**config.mk**
```make
export PLATFORM = sky130hd
export DESIGN_NAME = alu_arbiter_flat
export DESIGN_NICKNAME = d
export VERILOG_FILES = /design/src/rtl/alu_pkg.sv /design/src/rtl/alu_arbiter_if.sv /design/src/rtl/alu_component.sv /design/src/rtl/alu_arbiter.sv /design/src/flat_wrapper.sv
export SDC_FILE = /design/constraint.sdc
export NUM_CORES = 1
export LEC_CHECK = 0
export ABC_AREA = 1
export CAP_MARGIN = 20
export CELL_PAD_IN_SITES_DETAIL_PLACEMENT = 2
export CELL_PAD_IN_SITES_GLOBAL_PLACEMENT = 2
export CORE_ASPECT_RATIO = 1.2
export CORE_MARGIN = 3
export CORE_UTILIZATION = 30
export DETAILED_ROUTE_END_ITERATION = 8
export GPL_ROUTABILITY_DRIVEN = 0
export PLACE_DENSITY_LB_ADDON = 0.1
export SYNTH_ARGS = -nofsm -noshare
export SYNTH_HDL_FRONTEND = slang
export SYNTH_SLANG_ARGS = --single-unit
```
**constraint.sdc**
```tcl
create_clock -name clk -period 6.7 [get_ports clk]
set_input_delay 1.34 -clock clk [delete_from_list [all_inputs] [get_ports clk]]
set_output_delay 1.34 -clock clk [all_outputs]
set_load 0.05 [all_outputs]
```
**src/rtl/alu_pkg.sv**
```systemverilog
// Shared definitions for the ALU arbiter: FSM state encoding, grant record,
// and the opcode classes understood by alu_component.
// Optional feature macro: ALU_ARB_OPCHECK_EN (uses is_legal_op below).
package alu_pkg;

    typedef enum logic [1:0] {
        IDLE = 2'd0,
        EXEC = 2'd1,
        RESP = 2'd2
    } arb_state_t;

    // Result of one arbitration decision.
    typedef struct packed {
        logic valid;
        logic win;
    } grant_t;

    localparam logic [3:0] OP_ADD = 4'b0000;
    localparam logic [3:0] OP_SUB = 4'b0001;

    function automatic logic is_add_op(input logic [3:0] op);
        case (op)
            4'b0000, 4'b0100, 4'b0110, 4'b1000,
            4'b1001, 4'b1010, 4'b1011: is_add_op = 1'b1;
            default:                   is_add_op = 1'b0;
        endcase
    endfunction

    function automatic logic is_sub_op(input logic [3:0] op);
        case (op)
            4'b0001, 4'b0010, 4'b0011,
            4'b0101, 4'b1100:          is_sub_op = 1'b1;
            default:                   is_sub_op = 1'b0;
        endcase
    endfunction

    function automatic logic is_legal_op(input logic [3:0] op);
        is_legal_op = is_add_op(op) | is_sub_op(op);
    endfunction

endpackage

```
**src/rtl/alu_arbiter_if.sv**
```systemverilog
// Bus between the two ALU requesters and the arbiter.
// Handshake: a requester raises reqN with opN/aN/bN stable and holds them
// until it sees the one-cycle ackN pulse (operands latched); it must drop reqN
// by the edge ending that ack cycle. One cycle after ackN, doneN pulses for one
// cycle and result/zero/pos (and illegal_op when ALU_ARB_OPCHECK_EN is defined)
// are valid only in that cycle. state is the arbiter FSM state for observation.
interface alu_arbiter_if
    import alu_pkg::*;
#(
    parameter int WIDTH = 16,
    parameter int OP_W  = 4
);
    logic             req0;
    logic [OP_W-1:0]  op0;
    logic [WIDTH-1:0] a0;
    logic [WIDTH-1:0] b0;
    logic             req1;
    logic [OP_W-1:0]  op1;
    logic [WIDTH-1:0] a1;
    logic [WIDTH-1:0] b1;
    logic             ack0;
    logic             ack1;
    logic             done0;
    logic             done1;
    logic [WIDTH-1:0] result;
    logic             zero;
    logic             pos;
    logic             busy;
    arb_state_t       state;
`ifdef ALU_ARB_OPCHECK_EN
    logic             illegal_op;
`endif

    modport master (
        output req0, op0, a0, b0, req1, op1, a1, b1,
`ifdef ALU_ARB_OPCHECK_EN
        input  illegal_op,
`endif
        input  ack0, ack1, done0, done1, result, zero, pos, busy, state
    );

    modport slave (
        input  req0, op0, a0, b0, req1, op1, a1, b1,
`ifdef ALU_ARB_OPCHECK_EN
        output illegal_op,
`endif
        output ack0, ack1, done0, done1, result, zero, pos, busy, state
    );

endinterface

```
**src/rtl/alu_component.sv**
```systemverilog
// The datapath ALU: combinational add/sub selected by opcode class, with
// zero and signed-positive flags. Unknown opcodes produce 0. Its reset is
// active-high and forces the output to 0.
module alu_component
    import alu_pkg::*;
#(
    parameter int WIDTH = 16,
    parameter int OP_W  = 4
) (
    input  logic             reset,
    input  logic [OP_W-1:0]  inst_id,
    input  logic [WIDTH-1:0] in0,
    input  logic [WIDTH-1:0] in1,
    output logic [WIDTH-1:0] out,
    output logic             zero,
    output logic             pos
);

    // Opcode decode and arithmetic.
    always_comb begin
        out = '0;
        if (reset) begin
            out = '0;
        end else if (is_add_op(inst_id)) begin
            out = in0 + in1;
        end else if (is_sub_op(inst_id)) begin
            out = in0 - in1;
        end
    end

    assign zero = (out == '0);
    assign pos  = ~out[WIDTH-1] & (out != '0);

endmodule

```
**src/rtl/alu_arbiter.sv**
```systemverilog
// Round-robin arbiter sharing one alu_component between the execute stage
// (requester 0) and the address/PC-increment unit (requester 1).
// Operands are latched on grant, the ALU runs from registers, and the
// result/flags are registered for the winner.
// Optional feature macro: ALU_ARB_OPCHECK_EN -- illegal opcodes bypass the
// ALU (result/flags 0) and raise illegal_op with done.
module alu_arbiter
    import alu_pkg::*;
#(
    parameter int WIDTH = 16,
    parameter int OP_W  = 4
) (
    input logic        clk,
    input logic        reset,
    alu_arbiter_if.slave bus
);

    arb_state_t       state;
    logic [OP_W-1:0]  op_r;
    logic [WIDTH-1:0] a_r;
    logic [WIDTH-1:0] b_r;
    logic             win_r;
    logic             last_grant;
    logic             ack0_r;
    logic             ack1_r;
    logic             done0_r;
    logic             done1_r;
    logic [WIDTH-1:0] result_r;
    logic             zero_r;
    logic             pos_r;
    logic             busy_r;
    grant_t           grant;

    logic [WIDTH-1:0] alu_out;
    logic             alu_zero;
    logic             alu_pos;

    // Single request wins outright; on a tie the side not served last wins.
    function automatic grant_t pick_winner(input logic r0, input logic r1,
                                           input logic last);
        grant_t g;
        g.valid = r0 | r1;
        if (r0 && r1) begin
            g.win = ~last;
        end else begin
            g.win = r1 & ~r0;
        end
        return g;
    endfunction

    // Arbitration decision for the current cycle.
    always_comb begin
        grant = pick_winner(bus.req0, bus.req1, last_grant);
    end

    alu_component #(
        .WIDTH (WIDTH),
        .OP_W  (OP_W)
    ) u_alu (
        .reset   (1'b0),
        .inst_id (op_r),
        .in0     (a_r),
        .in1     (b_r),
        .out     (alu_out),
        .zero    (alu_zero),
        .pos     (alu_pos)
    );

`ifdef ALU_ARB_OPCHECK_EN
    logic illegal_r;
`endif

    // Control FSM: IDLE/RESP arbitrate and latch, EXEC captures the ALU output.
    always_ff @(posedge clk or negedge reset) begin
        if (!reset) begin
            state      <= IDLE;
            op_r       <= '0;
            a_r        <= '0;
            b_r        <= '0;
            win_r      <= 1'b0;
            last_grant <= 1'b1;
            ack0_r     <= 1'b0;
            ack1_r     <= 1'b0;
            done0_r    <= 1'b0;
            done1_r    <= 1'b0;
            result_r   <= '0;
            zero_r     <= 1'b0;
            pos_r      <= 1'b0;
            busy_r     <= 1'b0;
`ifdef ALU_ARB_OPCHECK_EN
            illegal_r  <= 1'b0;
`endif
        end else begin
            // Handshake pulses last exactly one cycle.
            ack0_r  <= 1'b0;
            ack1_r  <= 1'b0;
            done0_r <= 1'b0;
            done1_r <= 1'b0;
`ifdef ALU_ARB_OPCHECK_EN
            illegal_r <= 1'b0;
`endif
            case (state)
                IDLE, RESP: begin
                    if (grant.valid) begin
                        state      <= EXEC;
                        busy_r     <= 1'b1;
                        win_r      <= grant.win;
                        last_grant <= grant.win;
                        if (grant.win) begin
                            op_r   <= bus.op1;
                            a_r    <= bus.a1;
                            b_r    <= bus.b1;
                            ack1_r <= 1'b1;
                        end else begin
                            op_r   <= bus.op0;
                            a_r    <= bus.a0;
                            b_r    <= bus.b0;
                            ack0_r <= 1'b1;
                        end
                    end else begin
                        state  <= IDLE;
                        busy_r <= 1'b0;
                    end
                end
                EXEC: begin
                    state   <= RESP;
                    busy_r  <= 1'b1;
                    done0_r <= ~win_r;
                    done1_r <= win_r;
`ifdef ALU_ARB_OPCHECK_EN
                    if (is_legal_op(op_r)) begin
                        result_r <= alu_out;
                        zero_r   <= alu_zero;
                        pos_r    <= alu_pos;
                    end else begin
                        result_r  <= '0;
                        zero_r    <= 1'b0;
                        pos_r     <= 1'b0;
                        illegal_r <= 1'b1;
                    end
`else
                    result_r <= alu_out;
                    zero_r   <= alu_zero;
                    pos_r    <= alu_pos;
`endif
                end
                default: begin
                    state  <= IDLE;
                    busy_r <= 1'b0;
                end
            endcase
        end
    end

    assign bus.ack0   = ack0_r;
    assign bus.ack1   = ack1_r;
    assign bus.done0  = done0_r;
    assign bus.done1  = done1_r;
    assign bus.result = result_r;
    assign bus.zero   = zero_r;
    assign bus.pos    = pos_r;
    assign bus.busy   = busy_r;
    assign bus.state  = state;
`ifdef ALU_ARB_OPCHECK_EN
    assign bus.illegal_op = illegal_r;
`endif

endmodule

```
**src/flat_wrapper.sv**
```systemverilog
// flat-port wrapper written by rule: the top's interface ports become plain ports
module alu_arbiter_flat import alu_pkg::*;
#(
    parameter int WIDTH = 16,
    parameter int OP_W  = 4
)
  (clk, reset, bus_req0, bus_op0, bus_a0, bus_b0, bus_req1, bus_op1, bus_a1, bus_b1, bus_ack0, bus_ack1, bus_done0, bus_done1, bus_result, bus_zero, bus_pos, bus_busy, bus_state);
  alu_arbiter_if #(.WIDTH(WIDTH), .OP_W(OP_W)) bus_i ();
  input logic clk;
  input logic reset;
  input wire logic [$bits(bus_i.req0)-1:0] bus_req0;
  input wire logic [$bits(bus_i.op0)-1:0] bus_op0;
  input wire logic [$bits(bus_i.a0)-1:0] bus_a0;
  input wire logic [$bits(bus_i.b0)-1:0] bus_b0;
  input wire logic [$bits(bus_i.req1)-1:0] bus_req1;
  input wire logic [$bits(bus_i.op1)-1:0] bus_op1;
  input wire logic [$bits(bus_i.a1)-1:0] bus_a1;
  input wire logic [$bits(bus_i.b1)-1:0] bus_b1;
  output wire logic [$bits(bus_i.ack0)-1:0] bus_ack0;
  output wire logic [$bits(bus_i.ack1)-1:0] bus_ack1;
  output wire logic [$bits(bus_i.done0)-1:0] bus_done0;
  output wire logic [$bits(bus_i.done1)-1:0] bus_done1;
  output wire logic [$bits(bus_i.result)-1:0] bus_result;
  output wire logic [$bits(bus_i.zero)-1:0] bus_zero;
  output wire logic [$bits(bus_i.pos)-1:0] bus_pos;
  output wire logic [$bits(bus_i.busy)-1:0] bus_busy;
  output wire logic [$bits(bus_i.state)-1:0] bus_state;
  assign bus_i.req0 = bus_req0;
  assign bus_i.op0 = bus_op0;
  assign bus_i.a0 = bus_a0;
  assign bus_i.b0 = bus_b0;
  assign bus_i.req1 = bus_req1;
  assign bus_i.op1 = bus_op1;
  assign bus_i.a1 = bus_a1;
  assign bus_i.b1 = bus_b1;
  assign bus_ack0 = bus_i.ack0;
  assign bus_ack1 = bus_i.ack1;
  assign bus_done0 = bus_i.done0;
  assign bus_done1 = bus_i.done1;
  assign bus_result = bus_i.result;
  assign bus_zero = bus_i.zero;
  assign bus_pos = bus_i.pos;
  assign bus_busy = bus_i.busy;
  assign bus_state = bus_i.state;
  alu_arbiter #(.WIDTH(WIDTH), .OP_W(OP_W)) u_core (.clk(clk), .reset(reset), .bus(bus_i));
endmodule
```
==> metrics.md <==
| Metric | Value |
|---|---|
| Status | `finished clean` |
| GRT Util Overall | `20.3%` |
| Vias | `4924` |
| CP Data Required Time | `6.96 ns` |
| Mapped Avg Cell Area | `6.72 um^2` |
| Worst Path Arrival | `3.35 ns` |
| Highest-count cells in the layout ignoring fill and taps | `nand2_1 (224), clkdlybuf4s50_1 (99), inv_1 (94), nand3_1 (74), nor2_1 (71)` |
| Mapped Area | `between 4000 and 5000 um^2` |
| Pre-CTS setup slack | `3.24 ns` |
| Fillers | `1904` |
| Grt ovf | `0` |
| Clock Root Buffer | `clkbuf_16` |
| Total Wirelength | `17200 um` |
| Post-synthesis sequential area ratio | `around a third` |
| Area growth syn-to-layout | `29.6%` |
| Clk slew on worst S/H paths | `0.06 ns` |
| Die H | `144 um` |
| Worst Setup Slack, final | `3.60 ns` |
| 1st-iter DRT viols | `roughly 170` |
| Cells after Synth | `approximately 710` |
| Max FO, Critical Path | `20` |
| TritonCTS clock tree | `yes` |
| RSZ-0062 raised after global routing | `false` |
| Crit end category | `flop` |
| Num rows | `50` |
| Worst setup path endpoint | `u_core.b_r[2]` |
| Reg2reg setup slack | `4.03 ns` |
| Slew headroom | `36.8%` |
| DR WL/cell | `around 17 um` |
| # DRC | `0` |
| Initial antenna violation count | `0` |
| Die area | `17500 um^2` |
| Drt first pass iters | `4` |
| Dpl cell area | `5890 um^2` |
| Max-cap violations | `0` |
| Final worst-path cycle share | `46.2%` |
| Skew final | `0.0128 ns` |
| Lkg Pwr | `slightly above 3 nW` |
| Largest net degree at the start of global routing | `64` |
| Finished Core Util | `39.7%` |
| Dpl hpwl | `14000 um` |
| Worst r2r path cells | `16` |
| Max Freq | `323 MHz` |
| Port Buffers | `100` |
| Measured slew at the worst slew-check pin | `0.948 ns` |
| Overall power | `2.49 mW` |
| Post-DR vias/cell | `4.86` |
| Fraction of layout cells with a size suffix above 1 | `roughly 5.5%` |
| CTS H-Tree Depth | `3` |
| Startpoint Class | `input pin` |
| Vias in the first global route | `between 5000 and 6000` |
| Post-CTS setup buffer count | `0` |
| Slew Viols, Final | `0` |
| Synthesized net count | `822` |
| First-pass GRT wire length | `27600 um` |
| Ant diodes | `0` |
| Setup-failing EPs final | `0` |
| Synth top area cells | `dfrtp_1 (32%), nand2_1 (18%), ha_1 (8.1%)` |
| Largest area contributor in the netlist | `dfrtp_1` |
| Cts hold-fix bufs | `0` |
| Setup TNS | `0 ns` |
| Post-CTS resize count | `0` |
| Die span in x | `121 um` |
| Core area | `around 16000 um^2` |
| Worst hold path class | `reg -> reg` |
| CP Launch Point | `bus_req0` |
| Post-route ant nets | `0` |
| Design area | `6210 um^2` |
| R2r endpoint | `u_core.bus.pos` |
| PD cells | `between 400 and 500 nW/um^2` |
| Io pins | `101` |
| RR Startpoint | `u_core.b_r[0]` |
| Final count of hold timing violations | `0` |
| # clock sinks | `63` |
| Layout Nets | `~910` |
| FF+latch count, synth | `63` |
| Max IR drop VDD | `~0.12 mV` |
| Setup Crit Path Kind | `in -> reg` |
| Bufs on Longest Clock Path | `2` |
| CTS buffer count | `9` |
| Commonest non-fill, non-tap cell in the layout | `nand2_1` |
| Starting Density | `30.6%` |
| Yosys top cell area share | `32.4%` |
| Syn. warnings | `0` |
| Synth cell types | `32` |
| Clock Latency Late Sink | `0.34 ns` |
| Min Clock Period, post-route | `3.10 ns` |
==> flip-flops by register name, indices dropped and copies added, names as in the netlist <==
signal	cells
u_core.a_r	16
u_core.b_r	16
u_core.bus.result	16
u_core.op_r	4
u_core.bus.state	2
u_core.bus.ack0	1
u_core.bus.ack1	1
u_core.bus.busy	1
u_core.bus.done0	1
u_core.bus.done1	1
u_core.bus.pos	1
u_core.bus.zero	1
u_core.last_grant	1
u_core.win_r	1
==> logic make-up after synthesis <==
logic type               Yosys count  share of synthesized area (%)
AO/OA/AOI/OAI                     92                           11.1
XOR/XNOR                           3                          0.548
adder cells (fa/ha/maj)           33                           8.93
buffers and inverters            128                           12.2
flip-flops                        63                           32.9
AND/OR/NAND/NOR                  394                           34.4
==> stage by stage <==
stage | hold WS, ns | instances
after floorplan | 0.402 | 713
after global placement | 0.422 | 999
after detailed placement | 0.441 | 999
after CTS | 0.444 | 1013
after global routing | 0.458 | 1014
final | 0.433 | 1014
==> worst min-delay path by stage <==
| stage | from | endpoint | slack (ns) | depth (start not counted) |
|---|---|---|---|---|
| global route | u_core.win_r | u_core.bus.done0 | 0.46 | 1 |
| CTS | u_core.win_r | u_core.bus.done0 | 0.44 | 1 |
| floorplan | u_core.win_r | u_core.bus.done0 | 0.40 | 1 |
| detailed placement | u_core.win_r | u_core.bus.done0 | 0.44 | 1 |
| global placement | u_core.win_r | u_core.bus.done0 | 0.42 | 1 |
| finish | u_core.win_r | u_core.bus.done0 | 0.43 | 1 |
==> where the power goes <==
part | leakage, nW | internal [mW] | total, mW | switching (mW)
Sequential | 0.758 | 0.488 | 0.563 | 0.0745
Clock | 0.147 | 0.304 | 0.485 | 0.181
Combinational | 2.16 | 0.468 | 1.44 | 0.970
==> layout make-up <==
cell class | instances | area (um^2) | area share, %
clock inverter | 3 | 43.8 | 0.705
multi-input combinational | 522 | 2630 | 42.4
inverter | 100 | 375 | 6.04
tap | 208 | 260 | 4.19
timing repair buffer | 107 | 1070 | 17.2
clock buffer | 11 | 253 | 4.07
sequential | 63 | 1580 | 25.4
==> cells in the mapped netlist <==
library cell  number
buf_6             10
a21oi_2            3
nand3_1           74
o21ai_2            1
dfrtp_1           62
o22ai_1           12
fa_1               2
nand2_1          224
nand3b_1           1
nor2_2             6
and2_1             2
a21oi_1           16
clkinv_1           3
clkbuf_8           2
nand3_2            3
nand2_2            5
xnor2_1            3
nor2_1            71
buf_2              3
o21bai_1           4
o21ai_0           38
nand4_1            8
o21ai_1            1
ha_1              31
inv_1             94
a31oi_1           10
clkbuf_1          11
buf_1              1
buf_4              1
inv_2              3
dfstp_2            1
o211ai_1           7
==> per-layer routing <==
metal / GRT usage (%) / vias up / share of wire (%)
met5: 0 / - / 0
met4: 7.02 / 0 / 1.9
met3: 2.50 / 18 / 3.5
met2: 36.4 / 98 / 51
met1: 25.0 / 2368 / 43
li1: - / 2440 / -
==> critical path, cell delays in order <==
cell	delay [ns]
clkdlybuf4s50_1	0.47
nand2_1	0.05
nand2_1	0.05
buf_4	0.24
clkinv_1	0.47
nor2_1	0.25
buf_4	0.27
nand2_1	0.11
o211ai_1	0.09
(Power assumes the default switching activity.)
